[config.mk]
export PLATFORM = sky130hd
export DESIGN_NAME = session_timer
export DESIGN_NICKNAME = d
export VERILOG_FILES = /design/src/rtl/session_timer.sv
export SDC_FILE = /design/constraint.sdc
export NUM_CORES = 1
export LEC_CHECK = 0
export CAP_MARGIN = 5
export CORE_MARGIN = 2
export CORE_UTILIZATION = 30
export CTS_CLUSTER_DIAMETER = 50
export CTS_CLUSTER_SIZE = 10
export DETAILED_ROUTE_END_ITERATION = 6
export DONT_BUFFER_PORTS = 1
export GPL_TIMING_DRIVEN = 0
export PLACE_DENSITY = 0.45
export SLEW_MARGIN = 20
export SYNTH_ARGS = -nofsm -noshare
export SYNTH_HDL_FRONTEND = slang
export SYNTH_SLANG_ARGS = --single-unit
[constraint.sdc]
create_clock -name clk -period 3.7 [get_ports clk]
set_clock_uncertainty 0.05 [all_clocks]
set_input_delay 0.37 -clock clk [delete_from_list [all_inputs] [get_ports clk]]
set_output_delay 0.37 -clock clk [all_outputs]
set_load 0.02 [all_outputs]
[src/rtl/session_timer.sv]
// Customer-session countdown driven by the 1 Hz divider output.
// Tracks remaining seconds and flags warning, timeout and expiry.
module session_timer #(
    parameter int TIMEOUT_S = 30,
    parameter int WARN_S    = 5,
    parameter int CW        = 5
) (
    input  logic          clk,
    input  logic          rst,
    input  logic          tick_1hz,
    input  logic          start,
    input  logic          activity,
    input  logic          cancel,
    input  logic          ack,
    output logic [CW-1:0] remaining,
    output logic [1:0]    state,
    output logic          warn,
    output logic          timeout,
    output logic          expired
);

    if (TIMEOUT_S > (1 << CW) - 1 || WARN_S >= TIMEOUT_S || WARN_S == 0)
    begin : g_bad_params
        $error("session_timer: illegal TIMEOUT_S/WARN_S/CW");
    end

    typedef enum logic [1:0] {
        IDLE    = 2'b00,
        RUN     = 2'b01,
        WARN    = 2'b10,
        EXPIRED = 2'b11
    } st_e;

    localparam logic [CW-1:0] T_LD = CW'(TIMEOUT_S);
    localparam logic [CW-1:0] W_LD = CW'(WARN_S);
    localparam logic [CW-1:0] ONE  = CW'(1);

    st_e           st_q, st_n;
    logic [CW-1:0] rem_q, rem_n, rem_dec;
    logic          tick_d, sec;
    logic          warn_q, warn_n;
    logic          tmo_q, tmo_n;
    logic          exp_q, exp_n;

    assign sec     = tick_1hz & ~tick_d;
    assign rem_dec = rem_q - ONE;

    always_ff @(posedge clk or posedge rst) begin
        if (rst) begin
            st_q   <= IDLE;
            rem_q  <= T_LD;
            tick_d <= 1'b1;
            warn_q <= 1'b0;
            tmo_q  <= 1'b0;
            exp_q  <= 1'b0;
        end else begin
            st_q   <= st_n;
            rem_q  <= rem_n;
            tick_d <= tick_1hz;
            warn_q <= warn_n;
            tmo_q  <= tmo_n;
            exp_q  <= exp_n;
        end
    end

    // Event priority: cancel, then activity, then the one-second strobe.
    always_comb begin
        st_n  = st_q;
        rem_n = rem_q;
        unique case (st_q)
            IDLE: begin
                rem_n = T_LD;
                if (start) st_n = RUN;
            end
            RUN: begin
                if (cancel) begin
                    st_n  = IDLE;
                    rem_n = T_LD;
                end else if (activity) begin
                    rem_n = T_LD;
                end else if (sec && rem_q != '0) begin
                    rem_n = rem_dec;
                    if (rem_dec == W_LD) st_n = WARN;
                end
            end
            WARN: begin
                if (cancel) begin
                    st_n  = IDLE;
                    rem_n = T_LD;
                end else if (activity) begin
                    st_n  = RUN;
                    rem_n = T_LD;
                end else if (sec && rem_q != '0) begin
                    rem_n = rem_dec;
                    if (rem_q == ONE) st_n = EXPIRED;
                end
            end
            EXPIRED: begin
                rem_n = '0;
                if (ack || cancel) begin
                    st_n  = IDLE;
                    rem_n = T_LD;
                end
            end
            default: begin
                st_n  = IDLE;
                rem_n = T_LD;
            end
        endcase
    end

    always_comb begin
        warn_n = (st_n == WARN);
        exp_n  = (st_n == EXPIRED);
        tmo_n  = (st_n == EXPIRED) && (st_q != EXPIRED);
    end

    assign remaining = rem_q;
    assign state     = st_q;
    assign warn      = warn_q;
    assign timeout   = tmo_q;
    assign expired   = exp_q;

endmodule

==> key figures, run 1 <==
Critical path
  – Buffers and inverters on the worst path: 2
  – Crit path max-delay family: flip-flops
  – CP Class: register to register
  – Critical path arrival: between 2 and 2.5 ns
  – Crit-path cells: inv_1, ha_1, nor3b_2, xnor2_1, nand4_1, a2bb2oi_2, inv_2, nor2_2
  – Worst EP required: between 3 and 4 ns
  – CP Max Fanout: 7
  – CP max stage delay: around 0.57 ns
  – Worst path slowest cell: dfrtp_1
  – Kind of start point of the critical path: register
  – Crit. End Element: register

Pwr
  – Leakage: around 0.36 nW
  – Pwr dens: around 640 nW/um2
  – Power Total: approximately 0.00058 W
  – IR drop worst, VDD: roughly 0.31 mV

Layout
  – Layout cell share with drive strength beyond 1: between 10% and 20%
  – Final Instance Area: 905 um2
  – NumNets Final: 109
  – Synth-to-Final Area Change: 9.05%
  – Non-Filler Instances: 124
  – Diode count: 0

Drt
  – Drt via density: 5.37
  – DRC: 0
  – Via count: about 670
  – Drt pass-1 iters: 4
  – Starting DRT DRC Count: 11
  – Routed WL per cell: 14.8 um
  – Drt total wl: about 1800 um
  – DRT antenna net count: 0

Die
  – Num rows: 19
  – Chip height: ~57 um
  – Initial Utilization: 30.9%
  – Die Area: between 3000 and 4000 um2
  – Number of top-level pins: 17
  – Die Wd: between 50 and 60 um
  – Core area: approximately 2700 um2

Logic synthesis
  – Synth Cell Area: 830 um2
  – Xor/xnor share of the synthesized area: 1.06%
  – Main combinational cell family by area after synthesis: simple AND/OR/NAND/NOR gates
  – Synthesis-stage register bit count: 11
  – Synth cell types: 36
  – Post-Syn Nets: about 100
  – Synth Area in Compound Gates: a little under a quarter
  – Synth Area in Adders: between 10% and 20%
  – Avg Synthesized Cell Area: ~9.4 um2
  – Top cells by count, synth: 8 x a21oi_1, 8 x ha_1, 7 x inv_1, 7 x o21ai_0
  – Post-synth EDFFs: 0
  – Synth area leaders: dfrtp_1 18%, dfstp_2 16%, ha_1 12%
  – Leading area contributor after synthesis: dfrtp_1
  – Synthesized instance count: between 80 and 90
  – Mux contribution to synthesized area: 0%
  – Sequential fraction of the synthesis area: about a third
  – Syn. warnings: 0
  – Asr flop ratio synth: 100%
  – Top FF cell, synth: dfrtp_1
  – Synth Area in Simple Gates: roughly a quarter
  – Area share of the largest cell type after synthesis: between 10% and 20%

Global routing
  – Met2 usage: between 10% and 20%
  – Initial antenna violation count: 0
  – Met3 usage: under 10%
  – Total track usage: 12.5%
  – Gr busiest metal: met2
  – GR Overflow Total: 0
  – Vias in the first global route: around 700
  – Grt met1 use: between 10% and 20%
  – Largest net degree at the start of global routing: 12
  – First-pass GRT wire length: approximately 3200 um

CTS
  – CTS buffer count: 3
  – CTS clk-pin slew, worst paths: 0.06 ns
  – CTS tree: yes
  – Root Driver: clkbuf_4
  – Setup bufs post-CTS: 0
  – Clock buffer depth: 2
  – Depth of the CTS H-tree: 1
  – CTS Sinks: 11
  – # resized after CTS: 0
  – Clk Latency, worst-skew pair: between 0.2 and 0.3 ns

STA
  – Worst Tran Pin Value: around 0.42 ns
  – Period utilization: approximately three fifths
  – Post-route worst setup slack: ~1.5 ns
  – RSZ-0062 raised after global routing: false
  – Worst rel slew slack: a little under three quarters
  – Final setup TNS: 0 ns
  – Final Setup Violations: 0
  – Fmax: 449 MHz
  – Period minus WS final: 2.23 ns
  – Final number of hold-violating endpoints: 0
  – Max-slew violations: 0

Hold path
  – Hold WC Path Type: primary input to register

Placed design
  – PortBufs: 0
  – Placed insts: between 100 and 150
  – Gp weighted congestion: 0.859
  – DP HPWL: between 1000 and 1500 um
  – Placed cell area: 868 um2
  – DP Worst Slack: approximately 1.5 ns

Flow run
  – Max cap viols: 0

Status
  – Outcome: completed
-- registers in the layout (all words and copies together), names as in the netlist --
name	flops
warn	1
timeout	1
remaining	5
expired	1
state	2
tick_d	1
-- power by group --
group          switching, W  internal (W)   total, W
sequential        0.0000971      0.000163   0.000260
combinational      0.000137      0.000108   0.000245
clock             0.0000348     0.0000416  0.0000763
total              0.000269      0.000312   0.000581
-- placed cells by master, fill, tap and decap left out, drive strengths merged, types with 2 or more instances in the layout --
cell type  instances
nor2               6
a2bb2oi            2
nor3               6
nand2b             2
inv                8
o21a               3
nor3b              2
nand3              2
o21ai              8
a21oi              9
clkbuf             4
dfstp              5
nand4              3
dfrtp              6
nand2              3
ha                 8
-- what timing repair did --
action,CTS,global route
hold buffers,1,0
endpoints found under the hold margin,6,0
setup endpoints to repair,0,0
-- metal layers --
layer  vias to the layer above  share of wire (%)
met4                         0                1.6
met5                         -                  0
met2                        15                 48
met3                         4                3.8
met1                       316                 46
li1                        331                  -
-- stage by stage --
step                hold WS, ns  utilization [%]
global route             0.0386             33.7
CTS                      0.0438             33.7
floorplan                 0.169                -
global placement          0.214             32.3
detailed placement        0.225             32.3
finish                   0.0567             33.7
-- worst paths after layout --
check / start / endpoint / slack [ns] / cells past startpoint
max: remaining[0] / warn / 1.47 / 8
min: tick_1hz / tick_d / 0.06 / 0
max reg2reg: remaining[0] / warn / 1.47 / 8
min reg2reg: remaining[4] / remaining[4] / 0.61 / 2
max in group asynchronous: rst / tick_d / 2.79 / 2
min in group asynchronous: rst / expired / 0.49 / 2
-- final cells by class --
class | instances | area (um2)
Timing Repair Buffer | 1 | 10.0
Multi-Input combinational cell | 69 | 518
Fill cell | 293 | 1780
Sequential cell | 11 | 282
Tap cell | 31 | 38.8
Inverter | 8 | 30.0
Clock buffer | 4 | 26.3
-- logic make-up after synthesis --
group / Yosys count
AOI/OAI and AO/OA: 27
xor gates and xnor gates: 1
adders and majority gates: 8
buffers and inverters: 8
DFF: 11
and+or+nand+nor: 33
Note: power is estimated with default switching activity, not from simulation.
==> run 2, diff against run 1 <==
Clock period 3.7 ns to 2.25 ns, I/O delays scaled along.
==> key figures, run 2 (same netlist as run 1, synthesis figures left out) <==
Drt
  – Starting DRT DRC Count: 22 (was 11)
  – DRC: 0 (unchanged)
  – Routed WL per cell: 14.8 um (about the same)
  – Drt pass-1 iters: 4 (unchanged)
  – Drt total wl: 1850 um (was 1840 um)
  – Drt via density: 5.43 (was 5.37)
  – Via count: 679 (was 666)
  – DRT antenna net count: 0 (unchanged)

Critical path
  – Worst path slowest cell: dfstp_2 (was dfrtp_1)
  – Crit. End Element: register (unchanged)
  – Reg-to-reg startpoint: remaining[1] (was remaining[0])
  – CP Max Fanout: 7 (unchanged)
  – Crit-path cells: inv_1, ha_1, and4bb_2, a211o_1, a21oi_2, a2bb2oi_2, inv_2, nor2_2 (was inv_1, ha_1, nor3b_2, xnor2_1, nand4_1, a2bb2oi_2, inv_2, nor2_2)
  – CP max stage delay: 0.66 ns (was 0.57 ns)
  – Crit path from: remaining[1] (was remaining[0])
  – R2R cell count: 8 (unchanged)
  – Kind of start point of the critical path: register (unchanged)
  – Critical path arrival: 2.29 ns (was 2.37 ns)
  – Worst EP required: 2.40 ns (was 3.85 ns)
  – CP Class: register to register (unchanged)

Global routing
  – Total track usage: 12.6% (was 12.5%)
  – First-pass GRT wire length: 3180 um (was 3150 um)
  – Initial antenna violation count: 0 (unchanged)
  – GR Overflow Total: 0 (unchanged)
  – Vias in the first global route: 714 (was 702)
  – Largest net degree at the start of global routing: 12 (unchanged)

CTS
  – Depth of the CTS H-tree: 1 (unchanged)
  – CTS buffer count: 3 (unchanged)
  – Clk Latency, worst-skew pair: 0.26 ns (about the same)
  – Root Driver: clkbuf_4 (unchanged)
  – CTS tree: yes (unchanged)
  – Clock buffer depth: 2 (unchanged)
  – CTS clk-pin slew, worst paths: 0.06 ns (about the same)
  – CTS Sinks: 11 (unchanged)

Placed design
  – Gp weighted congestion: 0.859 (unchanged)
  – DP HPWL: 1450 um (unchanged)
  – PortBufs: 0 (unchanged)

Layout
  – Synth-to-Final Area Change: 11.3% (was 9.05%)
  – Commonest non-fill, non-tap cells in the layout: 8 x a21oi_1, 8 x ha_1, 7 x inv_1, 7 x o21ai_0, 6 x nor3_1 (was 8 x a21oi_1, 8 x ha_1, 7 x inv_1, 7 x o21ai_0)
  – Register area: 283 um2 (was 282 um2)
  – Layout cell share with drive strength beyond 1: 21.3% (was 19.4%)
  – NumNets Final: 110 (was 109)
  – Diode count: 0 (unchanged)
  – # fillers: 293 (unchanged)
  – Area occupied by multi-input gates: 526 um2 (was 518 um2)
  – Fin util: 34.4% (was 33.7%)
  – Largest register FFs: 5 (unchanged)

Flow run
  – Max cap viols: 0 (unchanged)

STA
  – Max-slew violations: 0 (unchanged)
  – Fmax: 467 MHz (was 449 MHz)
  – Final number of hold-violating endpoints: 0 (unchanged)
  – Period minus WS final: 2.14 ns (was 2.23 ns)
  – RSZ-0062 raised after global routing: false (unchanged)
  – Period utilization: 95.1% (was 60.2%)
  – Final Setup Violations: 0 (unchanged)
  – Worst Tran Pin Value: 0.423 ns (was 0.422 ns)
  – Worst rel slew slack: 71.8% (was 71.9%)
  – Final setup TNS: 0 ns (unchanged)

Die
  – Initial Utilization: 30.9% (unchanged)
  – Core area: 2690 um2 (unchanged)
  – Die Area: 3200 um2 (unchanged)
  – Chip height: 56.6 um (unchanged)
  – Die Wd: 56.6 um (unchanged)
  – Num rows: 19 (unchanged)
  – Number of top-level pins: 17 (unchanged)

Pwr
  – IR drop worst, VDD: 0.530 mV (was 0.314 mV)
  – Pwr dens: 1050 nW/um2 (was 642 nW/um2)
  – Leakage: 0.371 nW (was 0.362 nW)

Hold path
  – Hold path cells: 3 (was 0)
  – Hold WC Path Type: primary input to register (unchanged)
  – Hold path startpoint: activity (was tick_1hz)

Status
  – Outcome: completed (unchanged)
run 2: cell count changes in the layout (fill, tap and decap cells not counted), sizes merged:
cell	before	now
dlygate4sd3	1	2
run 2: path summary, 6_finish.rpt:
path | end | slack (ns)
hold reg to reg | remaining[4] | 0.62
hold / removal | remaining[0] | 0.13
min in group asynchronous | expired | 0.34
setup / recovery | warn | 0.11
setup reg to reg | warn | 0.11
max in group asynchronous | tick_d | 1.49
run 2: power by group:
| group | internal, W | switching (W) |
|---|---|---|
| clock network | 0.0000684 | 0.0000574 |
| logic | 0.000184 | 0.000227 |
| registers | 0.000268 | 0.000162 |
run 2: per-layer routing:
layer | global-route usage [%] | vias up | wire [um]
li1 | - | 334 | -
met4 | 7.14 | 0 | 29
met1 | 16.8 | 323 | 857
met3 | 2.07 | 4 | 65
met5 | 0 | - | 0
met2 | 19.1 | 18 | 898
run 2: final cells by class:
cell class / count / area share, %
tap: 31 / 4.20
sequential: 11 / 30.6
timing repair buffer: 2 / 2.17
multi-input combinational: 69 / 56.9
inverter: 8 / 3.25
clock buffer: 4 / 2.85
run 2: stage by stage:
step                total power [W]  cell area [um2]  instances  worst slack [ns]  hold slack, ns
global route                0.00105              923        125           0.00449           0.149
CTS                        0.000968              915        125            0.0377           0.127
finish                     0.000967              923        125             0.110           0.132
floorplan                  0.000735              830         88             0.302          0.0239
global placement           0.000831              868        119            0.0635          0.0693
detailed placement         0.000833              868        119            0.0431          0.0801
run 2: timing repair:
action | CTS | global route
endpoints found under the hold margin | 7 | 0
buffers inserted | 0 | 0
endpoints found under the setup margin | 0 | 4
hold buffers | 2 | 0
gates resized for setup | 0 | 2
run 2: critical path: cells and delay by family (launching register included):
| family | cells | cell delay [ns] |
|---|---|---|
| compound gates | 3 | 0.69 |
| fa+ha+maj | 1 | 0.19 |
| buf+inv | 2 | 0.18 |
| flops | 1 | 0.66 |
| simple gates | 2 | 0.31 |
